### config.mk
export PLATFORM = sky130hd
export DESIGN_NAME = seven_segment_scan_driver
export DESIGN_NICKNAME = d
export VERILOG_FILES = /design/src/rtl/seven_segment_pkg.sv /design/src/rtl/bcd_to_seven_segment.sv /design/src/rtl/seven_segment_scan_driver.sv
export SDC_FILE = /design/constraint.sdc
export NUM_CORES = 1
export LEC_CHECK = 0
export CORE_ASPECT_RATIO = 0.6
export CORE_UTILIZATION = 55
export CTS_CLUSTER_SIZE = 25
export DETAILED_ROUTE_END_ITERATION = 6
export PLACE_DENSITY = 0.79
export RECOVER_POWER = 50
export SYNTH_ARGS = -nofsm -noshare
export SYNTH_HDL_FRONTEND = slang
export SYNTH_SLANG_ARGS = --single-unit
export TNS_END_PERCENT = 30
### constraint.sdc
create_clock -name i_Clk -period 3.9 [get_ports i_Clk]
set_input_delay 0.78 -clock i_Clk [delete_from_list [all_inputs] [get_ports i_Clk]]
set_output_delay 0.78 -clock i_Clk [all_outputs]
set_load 0.03 [all_outputs]
### src/rtl/seven_segment_pkg.sv
// -----------------------------------------------------------------------------
// seven_segment_pkg
// Shared definitions for the seven-segment scan driver:
//   - active-low segment patterns {g,f,e,d,c,b,a} for digits 0..9, blank, dash
//   - default number of BCD digits / anodes
//   - calc_ticks(): per-digit dwell length in clock cycles
// -----------------------------------------------------------------------------
package seven_segment_pkg;

  localparam int DECIMAL_DIGITS_DEFAULT = 4;

  localparam logic [6:0] SEG_0     = 7'b1000000;
  localparam logic [6:0] SEG_1     = 7'b1111001;
  localparam logic [6:0] SEG_2     = 7'b0100100;
  localparam logic [6:0] SEG_3     = 7'b0110000;
  localparam logic [6:0] SEG_4     = 7'b0011001;
  localparam logic [6:0] SEG_5     = 7'b0010010;
  localparam logic [6:0] SEG_6     = 7'b0000010;
  localparam logic [6:0] SEG_7     = 7'b1111000;
  localparam logic [6:0] SEG_8     = 7'b0000000;
  localparam logic [6:0] SEG_9     = 7'b0010000;
  localparam logic [6:0] SEG_BLANK = 7'h7F;
  localparam logic [6:0] SEG_DASH  = 7'b0111111;

  // Cycles each digit stays lit; integer division, caller must keep it >= 2.
  function automatic int calc_ticks(input int clk_freq_hz, input int digit_hz);
    return clk_freq_hz / digit_hz;
  endfunction

endpackage

### src/rtl/bcd_to_seven_segment.sv
// -----------------------------------------------------------------------------
// bcd_to_seven_segment
// Purely combinational BCD nibble to active-low seven-segment decoder.
// Non-decimal nibbles (A..F) show a dash.
// Ports:
//   bcd      in  4  BCD nibble
//   segment  out 7  active-low {g,f,e,d,c,b,a}
// -----------------------------------------------------------------------------
module bcd_to_seven_segment
  import seven_segment_pkg::*;
(
  input  logic [3:0] bcd,
  output logic [6:0] segment
);

  // Nibble-to-pattern lookup.
  always_comb begin
    segment = SEG_DASH;
    case (bcd)
      4'd0:    segment = SEG_0;
      4'd1:    segment = SEG_1;
      4'd2:    segment = SEG_2;
      4'd3:    segment = SEG_3;
      4'd4:    segment = SEG_4;
      4'd5:    segment = SEG_5;
      4'd6:    segment = SEG_6;
      4'd7:    segment = SEG_7;
      4'd8:    segment = SEG_8;
      4'd9:    segment = SEG_9;
      default: segment = SEG_DASH;
    endcase
  end

endmodule

### src/rtl/seven_segment_scan_driver.sv
// -----------------------------------------------------------------------------
// seven_segment_scan_driver
// Time-multiplexed driver for a common-anode multi-digit seven-segment display.
// One digit is lit at a time for TICKS = CLK_FREQ_HZ/DIGIT_HZ cycles. The BCD
// word and PM flag are snapshotted whenever the scan returns to digit 0, so a
// frame never mixes two input words. PM is shown on digit 0's decimal point.
//
// Optional feature: define LEADING_ZERO_BLANK_EN to blank leading zero digits
// (digit 0 is never blanked).
//
// Ports:
//   i_Clk           in   1                 system clock
//   i_Rst_n         in   1                 async active-low reset
//   i_Display_Time  in   4*DECIMAL_DIGITS  BCD word, nibble [3:0] = digit 0
//   i_Display_PM    in   1                 PM flag
//   o_Anode         out  DECIMAL_DIGITS    active-low digit enables
//   o_Segment       out  7                 active-low {g,f,e,d,c,b,a}
//   o_DP            out  1                 active-low decimal point
//   o_Frame_Start   out  1                 pulse when digit 0 shows a new snapshot
// -----------------------------------------------------------------------------
module seven_segment_scan_driver
  import seven_segment_pkg::*;
#(
  parameter int CLK_FREQ_HZ    = 100_000_000,
  parameter int DIGIT_HZ       = 1000,
  parameter int DECIMAL_DIGITS = DECIMAL_DIGITS_DEFAULT
) (
  input  logic                        i_Clk,
  input  logic                        i_Rst_n,
  input  logic [4*DECIMAL_DIGITS-1:0] i_Display_Time,
  input  logic                        i_Display_PM,
  output logic [DECIMAL_DIGITS-1:0]   o_Anode,
  output logic [6:0]                  o_Segment,
  output logic                        o_DP,
  output logic                        o_Frame_Start
);

  localparam int TICKS = calc_ticks(CLK_FREQ_HZ, DIGIT_HZ);
  localparam int CNT_W = $clog2(TICKS);
  localparam int IDX_W = (DECIMAL_DIGITS > 1) ? $clog2(DECIMAL_DIGITS) : 1;
  localparam int DW    = 4 * DECIMAL_DIGITS;

  logic [CNT_W-1:0]          cnt_r;
  logic [IDX_W-1:0]          idx_r;
  logic                      started_r;
  logic [DW-1:0]             snap_time_r;
  logic                      snap_pm_r;
  logic [DECIMAL_DIGITS-1:0] anode_r;
  logic [6:0]                segment_r;
  logic                      dp_r;
  logic                      frame_start_r;

  logic                      tick_s;
  logic [IDX_W-1:0]          idx_nxt_s;
  logic                      frame_load_s;
  logic [DW-1:0]             time_sel_s;
  logic                      pm_sel_s;
  logic [3:0]                nibble_s;
  logic [DECIMAL_DIGITS-1:0] anode_nxt_s;
  logic [6:0]                dec_seg_s;
  logic [6:0]                seg_nxt_s;
  logic                      blank_s;

  // Tick detection, next digit index and source word for the digit about to be lit.
  always_comb begin
    tick_s = (cnt_r == CNT_W'(TICKS - 1));
    // The very first tick after reset lands on digit 0 instead of advancing.
    if (!started_r) begin
      idx_nxt_s = '0;
    end else if (idx_r == IDX_W'(DECIMAL_DIGITS - 1)) begin
      idx_nxt_s = '0;
    end else begin
      idx_nxt_s = idx_r + IDX_W'(1);
    end
    frame_load_s = tick_s && (idx_nxt_s == '0);
    // On a frame load the output register must see the word being captured,
    // not the stale snapshot, so digit 0 already belongs to the new frame.
    if (frame_load_s) begin
      time_sel_s = i_Display_Time;
      pm_sel_s   = i_Display_PM;
    end else begin
      time_sel_s = snap_time_r;
      pm_sel_s   = snap_pm_r;
    end
    nibble_s    = time_sel_s[4*idx_nxt_s +: 4];
    anode_nxt_s = ~(DECIMAL_DIGITS'(1) << idx_nxt_s);
  end

  bcd_to_seven_segment u_decode (
    .bcd     (nibble_s),
    .segment (dec_seg_s)
  );

`ifdef LEADING_ZERO_BLANK_EN
  logic [DECIMAL_DIGITS-1:0] lz_s;
  logic                      zero_run_s;

  // Mark each digit whose nibble and every more-significant nibble are zero.
  always_comb begin
    lz_s       = '0;
    zero_run_s = 1'b1;
    for (int k = DECIMAL_DIGITS - 1; k > 0; k--) begin
      zero_run_s = zero_run_s && (time_sel_s[4*k +: 4] == 4'h0);
      lz_s[k]    = zero_run_s;
    end
  end

  assign blank_s = lz_s[idx_nxt_s];
`else
  assign blank_s = 1'b0;
`endif

  assign seg_nxt_s = blank_s ? SEG_BLANK : dec_seg_s;

  // Prescaler: 0..TICKS-1, wraps on the tick.
  always_ff @(posedge i_Clk or negedge i_Rst_n) begin
    if (!i_Rst_n) begin
      cnt_r <= '0;
    end else if (tick_s) begin
      cnt_r <= '0;
    end else begin
      cnt_r <= cnt_r + CNT_W'(1);
    end
  end

  // Digit index, started flag and per-frame snapshot.
  always_ff @(posedge i_Clk or negedge i_Rst_n) begin
    if (!i_Rst_n) begin
      idx_r       <= '0;
      started_r   <= 1'b0;
      snap_time_r <= '0;
      snap_pm_r   <= 1'b0;
    end else if (tick_s) begin
      idx_r     <= idx_nxt_s;
      started_r <= 1'b1;
      if (frame_load_s) begin
        snap_time_r <= i_Display_Time;
        snap_pm_r   <= i_Display_PM;
      end
    end
  end

  // Registered display outputs; dark until the first tick.
  always_ff @(posedge i_Clk or negedge i_Rst_n) begin
    if (!i_Rst_n) begin
      anode_r       <= '1;
      segment_r     <= SEG_BLANK;
      dp_r          <= 1'b1;
      frame_start_r <= 1'b0;
    end else begin
      frame_start_r <= frame_load_s;
      if (tick_s) begin
        anode_r   <= anode_nxt_s;
        segment_r <= seg_nxt_s;
        dp_r      <= ~(pm_sel_s && (idx_nxt_s == '0));
      end
    end
  end

  assign o_Anode       = anode_r;
  assign o_Segment     = segment_r;
  assign o_DP          = dp_r;
  assign o_Frame_Start = frame_start_r;

endmodule

==> out/summary.txt <==
status - finished with violations
failing checks - max-capacitance violations, max-slew violations
Layout Skew - 0.0107 ns
clk sinks - 49
fin crit period - 3.01 ns
RSZ-0062 raised after global routing - no
Yosys reg bits - 49
commonest cells after routing, fill and taps aside - dfrtp_1, clkdlybuf4s50_1, nor2_1, nand2_1, mux2_2
fraction of synthesized area in multiplexers - 7.88%
post_cts resized - 0
nets@finish - 287
first-pass GRT wire length - 8370 um
I/O Buffers - 31
Final Worst Setup Slack - 0.890 ns
Worst R2R Path Depth - 10
Crit. Startpoint - idx_r[0]
cell count after synthesis - 232
Cell variety after synth - 45
first drt pass iteration count - 5
Critical Path Max Stage Delay - 0.73 ns
DRC - 0
pin count of the biggest net entering global routing - 50
Avg Synthesized Cell Area - 10.8 um2
Mapped Area - 2510 um2
Post-synth EDFFs - 0
Synth Area in XOR/XNOR - 5.24%
Tightest Hold Check Type - flop to flop
Slew @ Worst Pin - 2.54 ns
Die Ht - 54.3 um
worst skew pair latency - 0.30 ns
Synth Area in Compound Gates - 10.6%
Req. time, crit path - 4.13 ns
RePlAce Congestion - 0.893
layout cells sized above 1 - 15.3%
ys flop type - dfrtp_1
R2R Setup Slk - 0.89 ns
final hold vios - 0
main combinational cell family by area after synthesis - simple AND/OR/NAND/NOR gates
Worst Path Arrival - 3.24 ns
n_diodes - 0
Lkg Pwr - 0.00132 uW
GRT Overall Usage - 23.5%
root buf cell - clkbuf_8
Post-synth ARST share - 100%
RR Startpoint - idx_r[0]
Synth Area in Simple Gates - 19.2%
worst vdd ir - 0.168 mV
combinational share of power - 5.9%
part of the power in the clock network - 33.5%
total CTS buffers - 5
Placement Rows - 18
Yosys warning count - 0
IO Count - 32
FILL cells - 334
hold slack final - 0.485 ns
setup violators final - 0
htree depth - 2
Initial Utilization - 59.2%
First DRT Iteration DRCs - 106
Max-Cap Viols - 1
WL/cell - 15.4 um
register share of total power - 60.6%
sw frac - 22.1%
setup bufs post-CTS - 0
post-synthesis sequential area ratio - 49.5%
initial antenna violation count - 0
Power Total - 859 uW
Slew Limit Fails - 50
ranking of synthesized cells by area - dfrtp_1, dfstp_2, mux2_2
fmax - 332 MHz
Placement Setup Slack - 0.950 ns
CP startpoint kind - flop
post-synthesis adder-cell area fraction - 3.99%
post-synth top area share - 36.9%
clock buffer depth - 2
post-synth top area cell - dfrtp_1
CP endpoint - o_Segment[3]
vias per cell - 5.71
vias in the first global route - 1778
pwr dens - 295 nW/um2
Cell Chain, Critical Path - ha_1, or4b_2, nand3_1, a32oi_1, nand2_1, inv_1, ha_1, inv_1, mux2i_1, o21ai_0
Mapped Nets - 259
worst reg2reg path endpoint - o_Segment[3]
Final period util - 77.2%
setup_tns - 0 ns
via count - 1834
die width - 89.2 um
CP Capture Type - flop
Post-DP Area - 2840 um2
critical path peak fanout - 16
commonest non-fill, non-tap cell in the layout - dfrtp_1
core area - 4230 um2
Psw - 190 uW
clk slew on worst S/H paths - 0.09 ns
CTS tree - yes
hold_buf cts - 0
Detail Placement HPWL - 3460 um
worst relative slew slack - -69.2%
CP Class - flop to flop
final WL - 4940 um
CP max stage cell - or4b_2
Routed Antenna Nets - 0
Int Pwr - 669 uW
Die Footprint - 4840 um2
Layout Area Growth over Synthesis - 16.1%
Finished Cell Area - 2910 um2
GRT overflow - 0
[synth_stat cells, types with 3 or more instances]
master	n
ha_1	8
xnor2_1	7
nor3_1	8
and3_1	3
nand4_1	3
dfrtp_1	37
nand2_1	21
mux2i_1	4
dfstp_2	12
nor2_1	21
buf_2	6
nand3_1	12
o21ai_0	12
clkbuf_1	4
a21oi_1	5
inv_1	6
xor2_1	8
mux2_2	14
o21a_1	3
[worst max-delay path: cells and delay by family, from the launching register on]
family,cells,cell delay [ns]
flip-flops,1,0.53
AND/OR/NAND/NOR,3,1.07
multiplexers,1,0.06
adder cells (fa/ha/maj),2,0.86
AO/OA/AOI/OAI,2,0.23
buffers and inverters,2,0.19
[power groups by stage]
stage	Clock, uW	Combinational (uW)	Sequential, uW
3_5_place_dp	0	51.0	530
3_3_place_gp	0	49.6	530
5_1_grt	315	56.3	521
4_1_cts	301	51.5	520
6_report	288	50.5	520
2_1_floorplan	0	19.1	528
[how the worst min path moves through the flow]
stage / from / end / slack, ns / depth (start not counted)
final: o_Anode[0] / o_Anode[0] / 0.48 / 2
after global routing: o_Anode[0] / o_Anode[0] / 0.50 / 2
after CTS: cnt_r[0] / cnt_r[0] / 0.49 / 1
after detailed placement: o_Segment[2] / o_Segment[2] / 0.47 / 2
after global placement: cnt_r[0] / cnt_r[0] / 0.47 / 1
after floorplan: cnt_r[0] / cnt_r[0] / 0.45 / 1
[metrics by stage]
stage	utilization (%)	std cells
5_1_grt	68.8	321
4_1_cts	68.9	321
3_5_place_dp	67.0	313
2_1_floorplan	-	232
3_3_place_gp	67.0	313
6_report	68.8	321
[registers in the layout (all words and copies together) (netlist names)]
name           flops
cnt_r             17
snap_time_r       16
o_Segment          7
o_Anode            4
idx_r              2
o_DP               1
o_Frame_Start      1
started_r          1
[per-layer routing]
layer / global-route usage, % / share of wire (%) / up-vias
met2: 35.8 / 44 / 49
met4: 9.79 / 1.7 / 0
li1: - / - / 892
met1: 32.4 / 50 / 884
met5: 0 / 0 / -
met3: 6.03 / 4.6 / 9
[cell families after synthesis]
kind of cell             Yosys count
AND/OR/NAND/NOR                   85
multiplexers                      18
XOR/XNOR                          15
buffers and inverters             18
AO/OA/AOI/OAI                     39
flip-flops                        49
adder cells (fa/ha/maj)            8
[layout make-up]
cell class | instances | area [um2] | area share (%)
Sequential cell | 49 | 1240 | 42.6
Multi-Input combinational cell | 165 | 1170 | 40.3
Timing Repair Buffer | 33 | 319 | 11.0
Clock buffer | 7 | 76.3 | 2.62
Tap cell | 60 | 75.1 | 2.58
Inverter | 6 | 22.5 | 0.774
Clock inverter | 1 | 5.00 | 0.172
(Power assumes the default switching activity.)
